### config.mk
export PLATFORM = sky130hd
export DESIGN_NAME = if_fetch_stage
export DESIGN_NICKNAME = d
export VERILOG_FILES = /design/src/rtl/if_fetch_stage.sv
export SDC_FILE = /design/constraint.sdc
export NUM_CORES = 1
export LEC_CHECK = 0
export BUFFER_PORTS_ARGS = -buffer_cell sky130_fd_sc_hd__buf_2
export CAP_MARGIN = 20
export CORE_MARGIN = 2
export CORE_UTILIZATION = 45
export DETAILED_ROUTE_END_ITERATION = 8
export PLACE_DENSITY = 0.84
export SLEW_MARGIN = 20
export SYNTH_ARGS = -nofsm -noshare
export SYNTH_HDL_FRONTEND = slang
export SYNTH_SLANG_ARGS = --single-unit
### constraint.sdc
create_clock -name clk -period 2.3 [get_ports clk]
set_input_delay 0.46 -clock clk [delete_from_list [all_inputs] [get_ports clk]]
set_output_delay 0.46 -clock clk [all_outputs]
set_load 0.05 [all_outputs]
### src/rtl/if_fetch_stage.sv
// Instruction-fetch stage: owns the PC, drives the combinational instruction ROM
// and registers the fetched instruction and its PC into the IF/ID pipeline register.
module if_fetch_stage #(
   parameter logic [31:0] RESET_PC  = 32'h0000_0000,
   parameter int          ROM_AW    = 10,
   parameter logic [31:0] NOP_INSTR = 32'h0000_0013
) (
   input  logic        clk,
   input  logic        rst,
   output logic [31:0] rom_addr_o,
   output logic        rom_ce_o,
   input  logic [31:0] rom_instr_i,
   input  logic        jump_en_i,
   input  logic [31:0] jump_addr_i,
   input  logic        id_ready_i,
   output logic        if_id_valid_o,
   output logic [31:0] if_id_instr_o,
   output logic [31:0] if_id_pc_o,
   output logic [31:0] pc_o,
   output logic        misalign_o
);

   typedef enum logic [0:0] {
      IDLE  = 1'b0,
      FETCH = 1'b1
   } state_t;

   state_t      state_r;
   state_t      next_state_s;
   logic        rom_ce_s;
   logic        load_s;
   logic        jump_s;
   logic [31:0] pc_r;
   logic        if_id_valid_r;
   logic [31:0] if_id_instr_r;
   logic [31:0] if_id_pc_r;
   logic        misalign_r;

   // State register
   always_ff @(posedge clk) begin
      if (rst) begin
         state_r <= IDLE;
      end else begin
         state_r <= next_state_s;
      end
   end

   // Next-state logic: IDLE is a single-cycle ROM-disable window after reset
   always_comb begin
      next_state_s = state_r;
      case (state_r)
         IDLE:    next_state_s = FETCH;
         FETCH:   next_state_s = FETCH;
         default: next_state_s = IDLE;
      endcase
   end

   // State-decoded outputs
   always_comb begin
      rom_ce_s = 1'b0;
      case (state_r)
         IDLE:    rom_ce_s = 1'b0;
         FETCH:   rom_ce_s = 1'b1;
         default: rom_ce_s = 1'b0;
      endcase
   end

   // Redirect wins over a load; IF/ID may refill when empty or being drained
   assign jump_s = (state_r == FETCH) && jump_en_i;
   assign load_s = (state_r == FETCH) && (!if_id_valid_r || id_ready_i);

   // PC and IF/ID pipeline register
   always_ff @(posedge clk) begin
      if (rst) begin
         pc_r          <= RESET_PC;
         if_id_valid_r <= 1'b0;
         if_id_instr_r <= NOP_INSTR;
         if_id_pc_r    <= 32'h0000_0000;
         misalign_r    <= 1'b0;
      end else if (jump_s) begin
         pc_r          <= {jump_addr_i[31:2], 2'b00};
         if_id_valid_r <= 1'b0;
         if_id_instr_r <= NOP_INSTR;
         misalign_r    <= |jump_addr_i[1:0];
      end else if (load_s) begin
         pc_r          <= pc_r + 32'd4;
         if_id_valid_r <= 1'b1;
         if_id_instr_r <= rom_instr_i;
         if_id_pc_r    <= pc_r;
         misalign_r    <= 1'b0;
      end else begin
         misalign_r    <= 1'b0;
      end
   end

   // Upper PC bits are dropped on purpose: the ROM aliases across the address space
   assign rom_addr_o    = {{(32 - ROM_AW){1'b0}}, pc_r[ROM_AW+1:2]};
   assign rom_ce_o      = rom_ce_s;
   assign pc_o          = pc_r;
   assign if_id_valid_o = if_id_valid_r;
   assign if_id_instr_o = if_id_instr_r;
   assign if_id_pc_o    = if_id_pc_r;
   assign misalign_o    = misalign_r;

endmodule

# Word-level counts from Yosys, hierarchy flattened

Index checks and enable logic that the tools add are counted.

Input bits: 68
Output and inout bits: 131
Register bits after elaboration: 99

Add/subtract/negate cells: 1
Mux-type cells: 4
Bitwise gates (word level): 2
Reductions and logical operators: 9

Operators with widths:

| kind                                          | number |
|---|---|
| two-way mux 32 bit                            | 2 |
| adder 32 x 3 -> 32 bit, second input constant | 1 |
| OR reduction 2 bit                            | 3 |
| logical AND 1 bit                             | 2 |
| inverter 1 bit                                | 2 |
| one-hot mux 1 bit (2 select lines)            | 1 |
| AND reduction 2 bit                           | 1 |
| nonzero test 2 bit                            | 1 |
| zero test 1 bit                               | 1 |
| logical OR 1 bit                              | 1 |
| two-way mux 1 bit                             | 1 |

# Logic depth before layout (Yosys ltp)

Depth in word-level cells: 5
Mapped depth: 7
Gate-level depth less buffers: 5

# Worst setup path after synthesis

OpenSTA, ideal clock, no wires.

Path kind: reg-to-reg
Start point: reg pc_r[15] (netlist: pc_o[15])
End point: reg pc_r[26] (netlist: pc_o[26])
Slack: 0.065 ns
Setup time: 0.131 ns
Buffers on the path: 0
Required time: 2.169 ns
Arrival: 2.105 ns
Cell stages (with the launch flop): 6
Clock period less this slack: 2.235 ns
Cell sequence: dfxtp_1 -> nand4_2 -> or4_4 -> nor4_1 -> xnor2_1 -> o22ai_2

Word-level cells in the longest chain between the ends: 3

Ends and longest elaborated chain:

| item                     | RTL line | RTL |
|---|---|---|
| start: declaration       | 33       | `logic [31:0] pc_r;` |
| start signal: assignment | 81       | `pc_r <= {jump_addr_i[31:2], 2'b00};` |
| start signal: assignment | 86       | `pc_r <= pc_r + 32'd4;` |
| adder 32 x 3 -> 32 bit   | 86       |  |
| two-way mux 32 bit       | 85       | `end else if (load_s) begin` |
| two-way mux 32 bit       | 80       | `end else if (jump_s) begin` |

Every way passes these cells. The select of a mux whose other input is x is not followed.
A chain may end at the register's enable or synchronous reset.

# Worst setup path in the final report

Start point: reg pc_r[13] (netlist: pc_o[13])
End point: reg pc_r[27] (netlist: pc_o[27])

Same word-level chain as after synthesis.

==> run metrics <==
dominant combinational cell family by area after synthesis=simple AND/OR/NAND/NOR gates; postcts setup bufs=0; arrival time of the worst setup path=around 2.4 ns; critical path class=reg -> reg; CTS tree=done; complex-gate fraction of the synthesized area=0.170; wire length of the first global-routing pass=around 20 mm; CTS sink count=95; DPL Wire Length=9.26 mm; post-synth top area share=0.441; relative slew slack=0.627; status=finished, final reports clean; kind of start point of the critical path=flip-flop; largest net degree at the start of global routing=33; overall via count from detail_route=4539; number of global-route vias before repair=between 4000 and 5000; clock transition time at the flip-flop clock pins of the worst setup and hold paths=roughly 0.090 ns; All-Layer GR Usage=0.238; IO Pins=199; transition time at the pin with the least slew margin=approximately 0.56 ns; Worst IR Drop VDD=roughly 0.35 mV; GRT overflow=0; area of the core=between 9000 and 10000 um^2; adder-cell share of the synthesized area=0.00290; Post-Route Skew=around 0.011 ns; number of maximum-capacitance constraint violations=0; average via count per standard cell=roughly 5.3; number of max-slew violations in the final report=0; antenna violations before repair=1; input/output buffers=between 150 and 200; RSZ-0062 raised after global routing=no; Area contributors post-synth=sky130_fd_sc_hd__dfxtp_1 (44%), sky130_fd_sc_hd__nand2_1 (14%), sky130_fd_sc_hd__a21oi_1 (8.9%), sky130_fd_sc_hd__buf_4 (6.3%), sky130_fd_sc_hd__clkbuf_1 (2.4%); Yosys warning total=0; die height=approximately 100 um; Post-synth EDFFs=0; critical path fanouts, max=7; die footprint=just over 10000 um^2; number of instances on the worst hold path=3; htree depth=3; launch instance of the worst register-to-register path=pc_o[13]; first-iteration detailed-routing DRC count=~230; source-to-sink clock delay at the later pin of the worst-skew pair=around 0.35 ns; Final Critical Period=slightly above 2 ns; Area Overhead vs Synth=24.8%; antenna cell count=0; residual DRC count=0; library cells used by synthesis=48; number of nets still failing antenna checks after routing=0; Setup crit end=pc_o[27]; mean routed wirelength per cell=between 10 and 15 um; mux contribution to synthesized area=0.00232; clock root buffer=sky130_fd_sc_hd__clkbuf_8; synthesized flop and latch total=95; final hold violations=0; element type at the critical path end=flip-flop; fraction of final layout cells with drive strength greater than 1=0.298; Pwr Total=0.00367 W; async set or reset register ratio after synthesis=0; die outline width=102 um; Resized Gates After CTS=0; cell area after technology mapping=about 4300 um^2; final weighted congestion in routability-driven placement=0.883; total setup violations reported at the end of the flow=0; data required time at the worst endpoint=approximately 2.6 ns; area fraction in and, or, nand and nor cells after synthesis=0.268; Fmax=between 400 and 500 MHz; number of cell rows=35; ys flop type=sky130_fd_sc_hd__dfxtp_1; number of standard cells after synthesis=560; syn avg cell area=a little under 8 um^2; period utilisation layout=0.896; clk buf depth=2; Starting Density=0.465; power per unit of standard cell area=681 nW/um^2; count of fill cells added during filler insertion=853; Tightest Hold Check Type=in -> reg; cts hold-fix bufs=0; length of the first detailed-routing pass in iterations=5; area share of xor/xnor cells in the synthesized design=0.0183; Synth area leader=sky130_fd_sc_hd__dfxtp_1; number of nets in the layout=roughly 790; worst reg2reg path endpoint=pc_o[27]; Crit. Startpoint=pc_o[13]; setup TNS after final layout=0 ns; Num CTS Buffers=9; routed wire length=between 10 and 15 mm; worst setup slack for register-to-register paths=roughly 0.24 ns; number of cell instances on the worst register-to-register path=5; sequential cell area fraction in the yosys report=0.441; leakage power=2.40 nW
registers in the layout, indices dropped and copies added (netlist names):
signal	count
if_id_instr_o	32
misalign_o	1
pc_o	30
state_r	1
if_id_valid_o	1
if_id_pc_o	30
worst min path at each step:
| stage | endpoint | from | slack (ns) |
|---|---|---|---|
| final | if_id_instr_o[4] | rom_instr_i[4] | 0.32 |
| after detailed placement | if_id_pc_o[5] | if_id_pc_o[5] | 0.44 |
| after global placement | if_id_pc_o[9] | if_id_pc_o[9] | 0.44 |
| after global routing | if_id_instr_o[4] | rom_instr_i[4] | 0.30 |
| after CTS | if_id_instr_o[0] | rom_instr_i[0] | 0.30 |
| after floorplan | state_r | rst | 0.57 |
per-stage QoR:
stage	utilization	worst slack, ns	instances	cell area [um^2]	hold slack, ns
floorplan	-	0.0647	585	4410	0.574
global placement	0.559	0.360	836	5190	0.438
detailed placement	0.559	0.297	836	5190	0.445
CTS	0.580	0.274	851	5390	0.300
global route	0.580	0.0852	851	5390	0.300
finish	0.580	0.238	851	5390	0.315
final cells by class:
type / count / area, um^2 / share of cell area
repair buffers: 194 / 1030 / 0.190
clock buffers: 11 / 141 / 0.0262
clock inverters: 4 / 55.1 / 0.0102
inverters: 4 / 15.0 / 0.00279
flip-flops and latches: 95 / 1900 / 0.353
multi-input cells: 414 / 2090 / 0.387
well taps: 129 / 161 / 0.0300
where the power goes:
| part | internal, W | total [W] | leakage, nW | switching (W) |
|---|---|---|---|---|
| sequential | 0.00171 | 0.00178 | 0.775 | 0.0000674 |
| clock | 0.000534 | 0.00112 | 0.0960 | 0.000589 |
| combinational | 0.000181 | 0.000767 | 1.52 | 0.000586 |
critical path, cell delays in order, from the launching register on:
cell	delay, ns
sky130_fd_sc_hd__dfxtp_1	0.47
sky130_fd_sc_hd__nand4_1	0.24
sky130_fd_sc_hd__nor4_2	0.58
sky130_fd_sc_hd__nand3_1	0.18
sky130_fd_sc_hd__or4_1	0.43
sky130_fd_sc_hd__o211ai_1	0.09
layout by cell type, fill, tap and decap left out, types with 2 or more instances in the layout:
master                      netlist  routed
sky130_fd_sc_hd__a21oi_1         77      77
sky130_fd_sc_hd__and2_1           4       4
sky130_fd_sc_hd__dfxtp_1         95      95
sky130_fd_sc_hd__conb_1           1      26
sky130_fd_sc_hd__xnor2_1          4       4
sky130_fd_sc_hd__nor4_1           4       4
sky130_fd_sc_hd__o22ai_1          4       4
sky130_fd_sc_hd__xor2_1           5       5
sky130_fd_sc_hd__o211ai_1         8       8
sky130_fd_sc_hd__a2bb2oi_1        4       4
sky130_fd_sc_hd__inv_1            4       4
sky130_fd_sc_hd__nand3_1         19      19
sky130_fd_sc_hd__nor3_1           5       5
sky130_fd_sc_hd__a41oi_1          2       2
sky130_fd_sc_hd__o22ai_2          3       3
sky130_fd_sc_hd__nor2b_1          2       2
sky130_fd_sc_hd__buf_2            1     172
sky130_fd_sc_hd__nand4_1         14      14
sky130_fd_sc_hd__buf_4           36      22
sky130_fd_sc_hd__o21ai_0          3       3
sky130_fd_sc_hd__nand2_1        159     159
sky130_fd_sc_hd__a31oi_1         12      12
sky130_fd_sc_hd__clkbuf_8         0      10
sky130_fd_sc_hd__nor2_1          14      14
sky130_fd_sc_hd__or3_1            7       7
sky130_fd_sc_hd__a32oi_1          3       3
sky130_fd_sc_hd__or4_1            5       5
sky130_fd_sc_hd__and3_1          11      11
metal layers:
layer | GRT usage | up-vias | wire length [um]
met5 | 0 | - | 0
met4 | 0.0636 | 0 | 193
met1 | 0.290 | 2104 | 5180
li1 | - | 2186 | -
met2 | 0.414 | 231 | 6120
met3 | 0.0657 | 18 | 1170
cell usage after synthesis (2+ instances only):
cell type	instances
sky130_fd_sc_hd__a21oi_1	77
sky130_fd_sc_hd__a2bb2oi_1	4
sky130_fd_sc_hd__a31oi_1	12
sky130_fd_sc_hd__a32oi_1	3
sky130_fd_sc_hd__a41oi_1	2
sky130_fd_sc_hd__and2_1	4
sky130_fd_sc_hd__and3_1	11
sky130_fd_sc_hd__buf_1	7
sky130_fd_sc_hd__buf_4	36
sky130_fd_sc_hd__clkbuf_1	28
sky130_fd_sc_hd__dfxtp_1	95
sky130_fd_sc_hd__inv_1	4
sky130_fd_sc_hd__nand2_1	159
sky130_fd_sc_hd__nand3_1	19
sky130_fd_sc_hd__nand4_1	14
sky130_fd_sc_hd__nor2_1	14
sky130_fd_sc_hd__nor2b_1	2
sky130_fd_sc_hd__nor3_1	5
sky130_fd_sc_hd__nor4_1	4
sky130_fd_sc_hd__o211ai_1	8
sky130_fd_sc_hd__o21ai_0	3
sky130_fd_sc_hd__o22ai_1	4
sky130_fd_sc_hd__o22ai_2	3
sky130_fd_sc_hd__or3_1	7
sky130_fd_sc_hd__or4_1	5
sky130_fd_sc_hd__xnor2_1	4
sky130_fd_sc_hd__xor2_1	5
kinds of logic after synthesis:
logic type	Yosys count
adder cells (fa/ha/maj)	1
buffers and inverters	76
multiplexers	1
flip-flops	95
AO/OA/AOI/OAI	123
XOR/XNOR	9
AND/OR/NAND/NOR	254
other	1
No activity file was read; power rests on OpenSTA's default activity.
